## src/rtl/mips_pkg.sv

```systemverilog
// Shared MIPS pipeline definitions: fetch state encoding and word geometry.
package mips_pkg;

    localparam int INSTR_W    = 32;
    localparam int WORD_BYTES = 4;

    localparam logic [INSTR_W-1:0] DEF_HALT_WORD = 32'hFFFF_FFFF;

    typedef enum logic [1:0] {
        BOOT   = 2'd0,
        FETCH  = 2'd1,
        DRAIN  = 2'd2,
        HALTED = 2'd3
    } fetch_state_e;

endpackage

```

## src/rtl/instr_fetch_ctrl.sv

```systemverilog
// Fetch sequencer: owns the PC, captures ir into the IF/ID register,
// handles stalls, redirects, end-of-program sentinel, drain and halt.
module instr_fetch_ctrl
    import mips_pkg::*;
#(
    parameter logic [INSTR_W-1:0] RESET_PC     = 32'h0000_0000,
    parameter logic [INSTR_W-1:0] HALT_WORD    = DEF_HALT_WORD,
    parameter int unsigned        MEM_WORDS    = 8192,
    parameter int unsigned        DRAIN_CYCLES = 4
) (
    input  logic               clk,
    input  logic               rst,
    output logic [INSTR_W-1:0] pc_address,
    input  logic [INSTR_W-1:0] ir,
    input  logic               id_ready,
    input  logic               redirect,
    input  logic [INSTR_W-1:0] redirect_target,
    output logic               if_valid,
    output logic [INSTR_W-1:0] if_instr,
    output logic [INSTR_W-1:0] if_pc,
    output logic               halted,
    output logic               fault
);

    // One extra bit so the byte limit itself is representable.
    localparam logic [INSTR_W:0] PC_LIMIT   = 33'(MEM_WORDS) * 33'(WORD_BYTES);
    localparam logic [3:0]       DRAIN_LAST = 4'(DRAIN_CYCLES - 1);
    localparam logic [INSTR_W-1:0] PC_STEP  = 32'(WORD_BYTES);

    function automatic logic pc_bad(input logic [INSTR_W-1:0] pc);
        return (pc[1:0] != 2'b00) || ({1'b0, pc} >= PC_LIMIT);
    endfunction

    fetch_state_e       state_q, state_d;
    logic [INSTR_W-1:0] pc_q, pc_d;
    logic               valid_q, valid_d;
    logic [INSTR_W-1:0] instr_q, instr_d;
    logic [INSTR_W-1:0] ifpc_q, ifpc_d;
    logic               halted_q, halted_d;
    logic               fault_q, fault_d;
    logic [3:0]         cnt_q, cnt_d;

    always_comb begin
        state_d  = state_q;
        pc_d     = pc_q;
        valid_d  = valid_q;
        instr_d  = instr_q;
        ifpc_d   = ifpc_q;
        halted_d = halted_q;
        fault_d  = fault_q;
        cnt_d    = cnt_q;
        unique case (state_q)
            BOOT: state_d = FETCH;
            FETCH: begin
                if (redirect) begin
                    pc_d    = redirect_target;
                    valid_d = 1'b0;
                end else if (valid_q && !id_ready) begin
                    // stall: everything holds
                end else if (pc_bad(pc_q)) begin
                    fault_d  = 1'b1;
                    halted_d = 1'b1;
                    valid_d  = 1'b0;
                    state_d  = HALTED;
                end else if (ir == HALT_WORD) begin
                    valid_d = 1'b0;
                    cnt_d   = '0;
                    state_d = DRAIN;
                end else begin
                    instr_d = ir;
                    ifpc_d  = pc_q;
                    valid_d = 1'b1;
                    pc_d    = pc_q + PC_STEP;
                end
            end
            DRAIN: begin
                if (redirect) begin
                    // The sentinel was fetched down a wrong path.
                    pc_d    = redirect_target;
                    valid_d = 1'b0;
                    state_d = FETCH;
                end else begin
                    if (id_ready) valid_d = 1'b0;
                    cnt_d = cnt_q + 4'd1;
                    if (cnt_q == DRAIN_LAST) begin
                        valid_d  = 1'b0;
                        halted_d = 1'b1;
                        state_d  = HALTED;
                    end
                end
            end
            HALTED: begin
                valid_d  = 1'b0;
                halted_d = 1'b1;
            end
            default: state_d = BOOT;
        endcase
    end

    always_ff @(posedge clk or posedge rst) begin
        if (rst) begin
            state_q  <= BOOT;
            pc_q     <= RESET_PC;
            valid_q  <= 1'b0;
            instr_q  <= '0;
            ifpc_q   <= '0;
            halted_q <= 1'b0;
            fault_q  <= 1'b0;
            cnt_q    <= '0;
        end else begin
            state_q  <= state_d;
            pc_q     <= pc_d;
            valid_q  <= valid_d;
            instr_q  <= instr_d;
            ifpc_q   <= ifpc_d;
            halted_q <= halted_d;
            fault_q  <= fault_d;
            cnt_q    <= cnt_d;
        end
    end

    assign pc_address = pc_q;
    assign if_valid   = valid_q;
    assign if_instr   = instr_q;
    assign if_pc      = ifpc_q;
    assign halted     = halted_q;
    assign fault      = fault_q;

endmodule
```

## config.mk

```make
export PLATFORM = sky130hd
export DESIGN_NAME = instr_fetch_ctrl
export DESIGN_NICKNAME = d
export VERILOG_FILES = /design/src/rtl/mips_pkg.sv /design/src/rtl/instr_fetch_ctrl.sv
export SDC_FILE = /design/constraint.sdc
export NUM_CORES = 1
export LEC_CHECK = 0
export CORE_MARGIN = 2
export CORE_UTILIZATION = 42
export CTS_CLUSTER_DIAMETER = 60
export CTS_CLUSTER_SIZE = 24
export DETAILED_ROUTE_END_ITERATION = 16
export GPL_TIMING_DRIVEN = 1
export PLACE_DENSITY = 0.78
export SLEW_MARGIN = 20
export SYNTH_ARGS = -nofsm -noshare
export SYNTH_HDL_FRONTEND = slang
export SYNTH_SLANG_ARGS = --single-unit
```

## constraint.sdc

```tcl
create_clock -name clk -period 3.5 [get_ports clk]
set_input_delay 0.7 -clock clk [delete_from_list [all_inputs] [get_ports clk]]
set_output_delay 0.7 -clock clk [all_outputs]
set_load 0.02 [all_outputs]
```

# Word level (Yosys, flattened, before mapping)
# Index checks and enable logic that the tools add are counted.
word_totals:
  word_cells: 82
  mem_bits_ro: 0
  latch_bits: 0
  output_inout_bits: 99
  regBits: 105
  memories: 0
  inputBits: 68
  ram_bits: 0
classes:
  shift: 0
  n_eq_ne: 19
  n_mux: 33
  multipliers: 0
  n_addsub: 2
  n_div: 0
  magnitude_cmp: 1
  n_reduce_logical: 15
  bitwise: 4
ops:
  columns: ["cell", "count"]
  rows:
  - ["$mux 32", 5]
  - ["$pmux 32 s2", 1]
  - ["$add 32x3->32 const B", 1]
  - ["$eq 32x32->1 const B", 1]
  - ["$ge 32x16->1 const B", 1]
  - ["$mux 4", 5]
  - ["$ne 2x2->1 const B", 8]
  - ["$ne 3x3->1 const B", 5]
  - ["$reduce_and 5->1", 3]
  - ["$mux 1", 12]
  - ["$mux 2", 6]
  - ["$reduce_and 6->1", 2]
  - ["$pmux 4 s2", 1]
  - ["$pmux 1 s3", 2]
  - ["$pmux 2 s3", 1]
  - ["$reduce_bool 3->1", 2]
  - ["$add 4x1->4 const B", 1]
  - ["$eq 2x2->1 const B", 2]
  - ["$eq 4x2->1 const B", 1]
  - ["$ne 4x4->1 const B", 1]
  - ["$not 1->1", 4]
  - ["$reduce_and 4->1", 1]
  - ["$reduce_bool 2->1", 2]
  - ["$reduce_and 3->1", 1]
  - ["5 further kinds", 5]

# Logic depth before layout (Yosys ltp)
# Gate-level depths: netlist (run 1).
depth:
  word_depth: 6
  ltp_mapped: 10
  depth_no_buf: 7

# Worst setup path after synthesis (run 1)
# No wires, ideal clock.
synth_timing:
  kind: "flip-flop to flip-flop"
  start: "reg pc_q[31] (netlist: pc_address[31])"
  end: "reg pc_q[25] (netlist: pc_address[25])"
  period_less_slack_ps: 2188
  path_slack_ps: 1312
  path_stages_with_launch: 7
  setup_ps: 124
  arrival_time_ps: 2064
  n_path_buf: 1
  cell_sequence: "dfrtp_1 > nor4_4 > nand2_2 > or4_4 > o21a_4 > buf_6 > a211o_1"
synth_via:
  elab_chain_len: 4
synth_lines:
  columns: ["item", "line_no", "source"]
  rows:
  - ["from (decl)", "instr_fetch_ctrl.sv:35", "logic [INSTR_W-1:0] pc_q, pc_d;"]
  - ["from (signal assigned)", "instr_fetch_ctrl.sv:112", "pc_q <= pc_d;"]
  - ["$ge 32x16->1", "instr_fetch_ctrl.sv:31", "return (pc[1:0] != 2'b00) || ({1'b0, pc} >= PC_LIMIT);"]
  - ["$logic_or 1x1->1", "instr_fetch_ctrl.sv:31", null]
  - ["$ne 3x3->1 (no source line)", null, null]
  - ["$reduce_and 5->1 (no source line)", null, null]
# No other way between the ends.
# A chain may end at the register's enable or synchronous reset.

# Final worst setup path (run 1)
layout_timing:
  start: "in id_ready"
  end: "reg pc_q[10] (netlist: pc_address[10])"
layout_via:
  elab_chain_len: 4
layout_lines:
  columns: ["item", "line_no", "source"]
  rows:
  - ["from (decl)", "instr_fetch_ctrl.sv:15", "input logic id_ready,"]
  - ["$logic_not 1->1", "instr_fetch_ctrl.sv:58", "end else if (valid_q && !id_ready) begin"]
  - ["$logic_and 1x1->1", "instr_fetch_ctrl.sv:58", null]
  - ["$ne 3x3->1 (no source line)", null, null]
  - ["$reduce_and 5->1 (no source line)", null, null]
# No other way between the ends.

==> results of run 1 <==
## cell usage in the layout (no fill, tap or decap), types with 4 or more instances in the layout
master                            Yosys  routed
sky130_fd_sc_hd__a21oi_1             26      26
sky130_fd_sc_hd__a31oi_1              6       6
sky130_fd_sc_hd__and2_1              20      20
sky130_fd_sc_hd__buf_4                1       5
sky130_fd_sc_hd__clkbuf_16            0       9
sky130_fd_sc_hd__clkdlybuf4s50_1      0     166
sky130_fd_sc_hd__dfrtp_1            105     105
sky130_fd_sc_hd__ha_1                 8       8
sky130_fd_sc_hd__inv_1               13      12
sky130_fd_sc_hd__mux2_1               4       4
sky130_fd_sc_hd__mux2_4              41      41
sky130_fd_sc_hd__nand2_1             29      29
sky130_fd_sc_hd__nand3_1             14      14
sky130_fd_sc_hd__nand4_1             14      14
sky130_fd_sc_hd__nor2_1              28      27
sky130_fd_sc_hd__nor3_1               6       6
sky130_fd_sc_hd__nor4_1               4       4
sky130_fd_sc_hd__o211ai_1             4       4
sky130_fd_sc_hd__o21ai_0             30      30
sky130_fd_sc_hd__o22ai_1              6       6
sky130_fd_sc_hd__o31ai_1              5       5
sky130_fd_sc_hd__or3_1                6       5
## through the flow
stage | hold slack, ns | cell area [µm²] | power, W
after floorplan | 0.446 | 5030 | 0.00247
after global placement | 0.467 | 6810 | 0.00310
after detailed placement | 0.459 | 6810 | 0.00314
after CTS | 0.478 | 7100 | 0.00413
after global routing | 0.491 | 7100 | 0.00434
final | 0.470 | 7100 | 0.00410
## state kept, by name, indices dropped and copies added (netlist names)
register and count:
halted 1, pc_address 32, cnt_q 4, fault 1, if_valid 1, if_instr 32
state_q 2, if_pc 32
## power groups by stage
stage | combinational, W | clock (W) | sequential [W]
2_1_floorplan | 0.000616 | 0 | 0.00185
3_3_place_gp | 0.00137 | 0 | 0.00173
3_5_place_dp | 0.00140 | 0 | 0.00174
4_1_cts | 0.00141 | 0.00100 | 0.00172
5_1_grt | 0.00153 | 0.00105 | 0.00176
6_report | 0.00140 | 0.000972 | 0.00173
## area by class of cell
type,count,area (µm²),share of cell area [%]
well taps,143,179,2.52
clock inverters,7,66.3,0.934
multi-input cells,300,2210,31.2
clock buffers,9,225,3.17
flip-flops and latches,105,2630,37.0
inverters,13,51.3,0.722
repair buffers,173,1740,24.5
## logic make-up after synthesis
family          after synthesis
compound gates              102
fa+ha+maj                     8
buf+inv                      36
flops                       105
mux                          47
simple gates                143
## how the worst max path moves through the flow
stage / cells after the start / end
floorplan: 1 / cnt_q[0]$_DFFE_PP0P_
global placement: 7 / cnt_q[3]$_DFFE_PP0P_
detailed placement: 7 / cnt_q[3]$_DFFE_PP0P_
CTS: 8 / pc_address[10]$_DFFE_PP0P_
global route: 7 / pc_address[10]$_DFFE_PP0P_
finish: 8 / pc_address[10]$_DFFE_PP0P_
## worst register-to-register path: stages (launching register included)
cell and delay [ns]:
sky130_fd_sc_hd__dfrtp_1 0.43, sky130_fd_sc_hd__inv_1 0.12, sky130_fd_sc_hd__ha_1 0.39, sky130_fd_sc_hd__nand2_1 0.18
sky130_fd_sc_hd__or4_4 0.46, sky130_fd_sc_hd__o21ai_2 0.51, sky130_fd_sc_hd__buf_4 0.33, sky130_fd_sc_hd__a21oi_1 0.10
sky130_fd_sc_hd__a21oi_1 0.14
## routing by layer
layer	track usage (%)	share of wire, %	vias to the layer above
li1	-	-	1928
met1	30.7	46	2014
met2	32.5	45	197
met3	3.93	6.9	20
met4	7.40	1.7	0
met5	0	0	-
==> insert_results.sql, run 1 <==
INSERT INTO impl_metrics (metric_group, metric, value, unit) VALUES
('worst_setup_path', 'critical_path_startpoint_category', 'primary input', ''),
('synthesis', 'synthArstFlopShare', '100', '%'),
('power', 'pwr-share-seq', '42.1', '%'),
('min_path', 'hold_path.startpoint', 'halted$_DFFE_PP0P_', ''),
('power', 'vdd_ir_drop_max', '412', 'µV'),
('run', 'cap_viol_max_count', '0', ''),
('global_route', 'grt_pass1_vias', '4097', ''),
('final_layout', 'finish.cell_count_without_fillers', '750', ''),
('min_path', 'min-delay-path-class', 'flop to flop', ''),
('route', 'wire_per_inst', '18.1', 'µm'),
('die', 'core_region_area', '11600', 'µm²'),
('timing', 'hold_viol', '0', ''),
('cts', 'cts_buffers', '9', ''),
('synthesis', 'synthMostInstantiatedCell', 'sky130_fd_sc_hd__dfrtp_1', ''),
('worst_setup_path', 'reg2reg_slack', '0.77', 'ns'),
('worst_setup_path', 'slowest_stage', 'sky130_fd_sc_hd__clkdlybuf4s50_1', ''),
('power', 'leakage', '3.15', 'nW'),
('synthesis', 'post_synth_fa_ha_maj_area_fraction', '1.99', '%'),
('final_layout', 'ant_diodes', '0', ''),
('placed_design', 'port-buffer-count', '166', ''),
('global_route', 'gr-total-overflow', '0', ''),
('timing', 'post-route-period-util', '78.0', '%'),
('cts', 'cts_sinks', '105', ''),
('route', 'detail_route.drc_violations', '1', ''),
('timing', 'final_setup_tns', '0', 'ns'),
('synthesis', 'ys_top_cells_by_area', 'sky130_fd_sc_hd__dfrtp_1 52%, sky130_fd_sc_hd__mux2_4 12%, sky130_fd_sc_hd__o21ai_0 3.0%', ''),
('cts', 'path_clk_slew', '0.08', 'ns'),
('worst_setup_path', 'worstRegToRegCells', '8', ''),
('synthesis', 'post_synth.cell_area_avg', '11.4', 'µm²'),
('final_layout', 'number_of_fill_cells', '922', ''),
('synthesis', 'yosysWarnings', '0', ''),
('final_layout', 'finish.net_count', '678', ''),
('worst_setup_path', 'cp_data_arrival_time', '3.00', 'ns'),
('synthesis', 'synth-compound-area-share', '12.6', '%'),
('timing', 'min_clock_period_post_route', '2.73', 'ns'),
('worst_setup_path', 'max_stage_delay', '0.51', 'ns'),
('cts', 'ctsRootBufferMaster', 'sky130_fd_sc_hd__clkbuf_16', ''),
('timing', 'finalMaxSlewViolations', '0', ''),
('worst_setup_path', 'worstSetupEndpointType', 'flop', ''),
('cts', 'clock_latency_on_the_worst_skew_pair', '0.35', 'ns'),
('synthesis', 'portion_of_the_post_synthesis_area_used_by_sequential_elements', '52.3', '%'),
('worst_setup_path', 'crit_path_frequent_cell', 'sky130_fd_sc_hd__a21oi_1', ''),
('route', 'num_vias', '4159', ''),
('power', 'switch_pwr', '0.00157', 'W'),
('synthesis', 'synth_area', '5030', 'µm²'),
('run_status', 'outcome', 'finished with violations', ''),
('placed_design', 'gpl_wtd_cong', '0.865', ''),
('die', 'core.rowCount', '39', ''),
('worst_setup_path', 'critical_path_buf_inv_count', '2', ''),
('synthesis', 'synth_top_area_share', '52.3', '%'),
('timing', 'finalClockSkew', '0.00786', 'ns'),
('run_status', 'violations', 'DRC', ''),
('worst_setup_path', 'type_of_the_worst_setup_path', 'primary input to flop', ''),
('global_route', 'grt_start_max_net_pins', '55', ''),
('timing', 'max_freq', '0.366', 'GHz'),
('die', 'design.die.area', '12900', 'µm²'),
('cts', 'ctsResizeCount', '0', ''),
('route', 'final_antenna_net_count', '0', ''),
('route', 'wl', '13600', 'µm'),
('synthesis', 'ys_seq_elements', '105', ''),
('synthesis', 'synth_commonest_cells', '105 x sky130_fd_sc_hd__dfrtp_1, 41 x sky130_fd_sc_hd__mux2_4, 30 x sky130_fd_sc_hd__o21ai_0, 29 x sky130_fd_sc_hd__nand2_1, 28 x sky130_fd_sc_hd__nor2_1', ''),
('power', 'power_switching_share', '38.3', '%'),
('min_path', 'worstHoldPathCells', '1', ''),
('route', 'first_iter_violations', '235', ''),
('die', 'fp.dieW', '113', 'µm'),
('timing', 'worst_slew_margin_rel', '55.5', '%'),
('synthesis', 'synth_simple_gate_area_share', '15.6', '%'),
('worst_setup_path', 'worstReg2RegEnd', 'pc_address[10]$_DFFE_PP0P_', ''),
('cts', 'clock_path_buffers', '2', ''),
('worst_setup_path', 'worst-path-max-fanout', '17', ''),
('worst_setup_path', 'critical_path.cell_chain', 'clkdlybuf4s50_1 -> nand2b_1 -> nand2_1 -> or4_4 -> o21ai_2 -> buf_4 -> a21oi_1 -> a21oi_1', '');
Note: power is estimated with default switching activity, not from simulation.
==> run 2: changes to the inputs <==
--- a/config.mk
+++ b/config.mk
@@ -6,12 +6,12 @@
 export NUM_CORES = 1
 export LEC_CHECK = 0
 export CORE_MARGIN = 2
-export CORE_UTILIZATION = 42
+export CORE_UTILIZATION = 46
 export CTS_CLUSTER_DIAMETER = 60
 export CTS_CLUSTER_SIZE = 24
 export DETAILED_ROUTE_END_ITERATION = 16
 export GPL_TIMING_DRIVEN = 1
-export PLACE_DENSITY = 0.78
+export PLACE_DENSITY = 0.81
 export SLEW_MARGIN = 20
 export SYNTH_ARGS = -nofsm -noshare
 export SYNTH_HDL_FRONTEND = slang
==> constraint.sdc (replaced) <==
create_clock -name clk -period 2.62 [get_ports clk]
set_input_delay 0.524 -clock clk [delete_from_list [all_inputs] [get_ports clk]]
set_output_delay 0.524 -clock clk [all_outputs]
set_load 0.02 [all_outputs]
==> run 2 against run 1 <==
The flow now finishes without violations. First-iteration DRC count grew 7.7%. Final cell count grew 2.9%. Core utilization grew 6.1 points. Non-clock buffer count grew 26. Sequential cell count is the same. Wire length grew 2.9%. Hold slack gained 0.0067 ns. Via count grew 1.7%. Critical path depth shrank 1. Global-route usage grew 2.5 points. Count of clock-buffer cells in the layout is the same. Clock power is essentially flat. Critical endpoint is now cnt_q[3]$_DFFE_PP0P_. Largest power group unchanged. Highest routed layer unchanged.
==> insert_results.sql, run 2 (synthesized netlist as in run 1, its figures left out) <==
INSERT INTO impl_metrics (metric_group, metric, value, unit) VALUES
('route', 'detail_route.drc_violations', '0', ''),
('placed_design', 'gpl_wtd_cong', '0.937', ''),
('cts', 'ctsRootBufferMaster', 'sky130_fd_sc_hd__clkbuf_8', ''),
('power', 'power-per-cell-area', '741', 'nW/µm²'),
('final_layout', 'layout_common_cells', '166 x sky130_fd_sc_hd__clkdlybuf4s50_1, 105 x sky130_fd_sc_hd__dfrtp_1, 41 x sky130_fd_sc_hd__mux2_4', ''),
('worst_setup_path', 'path_delay_family', 'compound AO/OA/AOI/OAI gates', ''),
('timing', 'finalClockSkew', '0.0145', 'ns'),
('worst_setup_path', 'cp_data_arrival_time', '2.73', 'ns'),
('placed_design', 'port-buffer-count', '166', ''),
('worst_setup_path', 'max_stage_delay', '0.48', 'ns'),
('cts', 'clock_path_buffers', '2', ''),
('route', 'first_iter_violations', '253', ''),
('cts', 'cts_buffers', '9', ''),
('placed_design', 'place_inst', '757', ''),
('global_route', 'global_route_wire_length_before_repair', '21600', 'µm'),
('worst_setup_path', 'critical_path_buf_inv_count', '2', ''),
('final_layout', 'finish.net_count', '704', ''),
('min_path', 'worstHoldPathCells', '1', ''),
('worst_setup_path', 'crit_start', 'state_q[0]$_DFFE_PP0P_', ''),
('worst_setup_path', 'critical_path_startpoint_category', 'flop', ''),
('cts', 'cts_sinks', '105', ''),
('global_route', 'gr-total-overflow', '0', ''),
('global_route', 'grt_pass1_vias', '4220', ''),
('worst_setup_path', 'worstRegToRegCells', '7', ''),
('route', 'final_antenna_net_count', '0', ''),
('cts', 'ctsResizeCount', '0', ''),
('worst_setup_path', 'worst-path-max-fanout', '8', ''),
('global_route', 'grt_util_all_layers', '23.7', '%'),
('worst_setup_path', 'type_of_the_worst_setup_path', 'flop to flop', ''),
('cts', 'postCtsHoldBufs', '0', ''),
('timing', 'finalMaxSlewViolations', '0', ''),
('timing', 'fin_ws', '0.154', 'ns'),
('min_path', 'min-delay-path-class', 'flop to flop', ''),
('placed_design', 'dpl.hpwl', '10400', 'µm'),
('route', 'wire_per_inst', '18.1', 'µm'),
('worst_setup_path', 'cp.required', '2.88', 'ns'),
('route', 'first_pass_iters', '5', ''),
('die', 'die_span_y', '109', 'µm'),
('die', 'core_region_area', '10700', 'µm²'),
('power', 'leakage', '3.24', 'nW'),
('timing', 'post-route-period-util', '94.1', '%'),
('die', 'initial_utilization', '46.8', '%'),
('worst_setup_path', 'slowest_stage', 'sky130_fd_sc_hd__or3b_1', ''),
('timing', 'hold_viol', '0', ''),
('global_route', 'antenna_violations_before_repair', '0', ''),
('timing', 'timing.final.setup_violations', '0', ''),
('die', 'core.rowCount', '38', ''),
('worst_setup_path', 'worstReg2RegStart', 'state_q[0]$_DFFE_PP0P_', ''),
('final_layout', 'post_route_cells_drive_above_1_share', '16.9', '%'),
('die', 'design.die.area', '11800', 'µm²'),
('timing', 'worst_slew_margin_rel', '63.1', '%'),
('final_layout', 'mostFrequentLayoutCell', 'sky130_fd_sc_hd__clkdlybuf4s50_1', ''),
('timing', 'min_clock_period_post_route', '2.47', 'ns'),
('worst_setup_path', 'worstReg2RegEnd', 'cnt_q[3]$_DFFE_PP0P_', ''),
('timing', 'worst_tran_pin_value', '0.554', 'ns'),
('final_layout', 'finish.cell_count_without_fillers', '772', ''),
('placed_design', 'place_ws', '-0.297', 'ns'),
('run_status', 'outcome', 'finished, final reports clean', ''),
('route', 'vias_per_cell', '5.48', ''),
('cts', 'htreeDepth', '3', ''),
('route', 'wl', '14000', 'µm'),
('timing', 'max_freq', '0.406', 'GHz'),
('route', 'num_vias', '4231', ''),
('final_layout', 'final_core_util', '67.5', '%'),
('worst_setup_path', 'reg2reg_slack', '0.15', 'ns'),
('run', 'cap_viol_max_count', '0', ''),
('final_layout', 'ant_diodes', '0', ''),
('final_layout', 'layout-area-overhead-vs-synth', '44.2', '%'),
('die', 'top_level_ports', '167', ''),
('timing', 'post_route_hold_slack', '0.477', 'ns'),
('min_path', 'whs_endpoint', 'halted$_DFFE_PP0P_', ''),
('worst_setup_path', 'critical_path.cell_chain', 'inv_1 -> ha_1 -> buf_4 -> o21ai_2 -> o21ai_1 -> or3b_1 -> o31ai_1', ''),
('min_path', 'hold_path.startpoint', 'halted$_DFFE_PP0P_', ''),
('die', 'fp.dieW', '109', 'µm'),
('cts', 'postCtsSetupRepairBufs', '0', ''),
('timing', 'rsz0062_at_grt', 'yes', ''),
('cts', 'path_clk_slew', '0.10', 'ns'),
('global_route', 'grt_start_max_net_pins', '106', ''),
('worst_setup_path', 'worstSetupEndpointType', 'flop', ''),
('cts', 'cts_tree', 'yes', ''),
('power', 'vdd_ir_drop_max', '564', 'µV'),
('cts', 'clock_latency_on_the_worst_skew_pair', '0.38', 'ns');
-- run 2: how the worst max path moves through the flow --
stage | endpoint | slack, ns | cells past startpoint
after detailed placement | cnt_q[3]$_DFFE_PP0P_ | -0.30 | 8
after CTS | cnt_q[3]$_DFFE_PP0P_ | 0.06 | 7
final | cnt_q[3]$_DFFE_PP0P_ | 0.15 | 7
after global placement | cnt_q[3]$_DFFE_PP0P_ | -0.15 | 8
after global routing | pc_address[8]$_DFFE_PP0P_ | -0.004 | 8
after floorplan | pc_address[25]$_DFFE_PP0P_ | 0.43 | 6
-- run 2: stage by stage --
step / area, µm² / TNS [ns] / power, W
floorplan: 5030 / 0 / 0.00330
global placement: 7050 / -7.08 / 0.00430
detailed placement: 7050 / -9.76 / 0.00438
CTS: 7240 / 0 / 0.00539
global route: 7250 / -0.00359 / 0.00567
finish: 7250 / 0 / 0.00537
-- run 2: layer usage --
layer | routed length, µm | vias to the layer above | GRT usage [%]
met4 | 229 | 0 | 7.33
met3 | 1180 | 21 | 6.75
met5 | 0 | - | 0
li1 | - | 1954 | -
met2 | 6700 | 184 | 38.6
met1 | 5850 | 2072 | 30.8
-- run 2: worst register-to-register path, delay by kind of cell (launching register included) --
family | cells | cell delay (ns)
adder cells (fa/ha/maj) | 1 | 0.29
flip-flops | 1 | 0.45
AO/OA/AOI/OAI | 3 | 0.83
AND/OR/NAND/NOR | 1 | 0.48
buffers and inverters | 2 | 0.30
-- run 2: layout make-up --
| cell class | instances | area [µm²] |
|---|---|---|
| clock buffers | 9 | 124 |
| repair buffers | 199 | 1980 |
| clock inverters | 6 | 67.6 |
| well taps | 140 | 175 |
| fillers | 804 | 3500 |
| inverters | 13 | 52.6 |
| flip-flops and latches | 105 | 2630 |
| multi-input cells | 300 | 2220 |
-- run 2: power breakdown --
part | switching, W | internal (W) | total, W
registers | 0.000394 | 0.00187 | 0.00226
clock network | 0.000558 | 0.000443 | 0.00100
logic | 0.00112 | 0.000988 | 0.00211
total | 0.00207 | 0.00330 | 0.00537
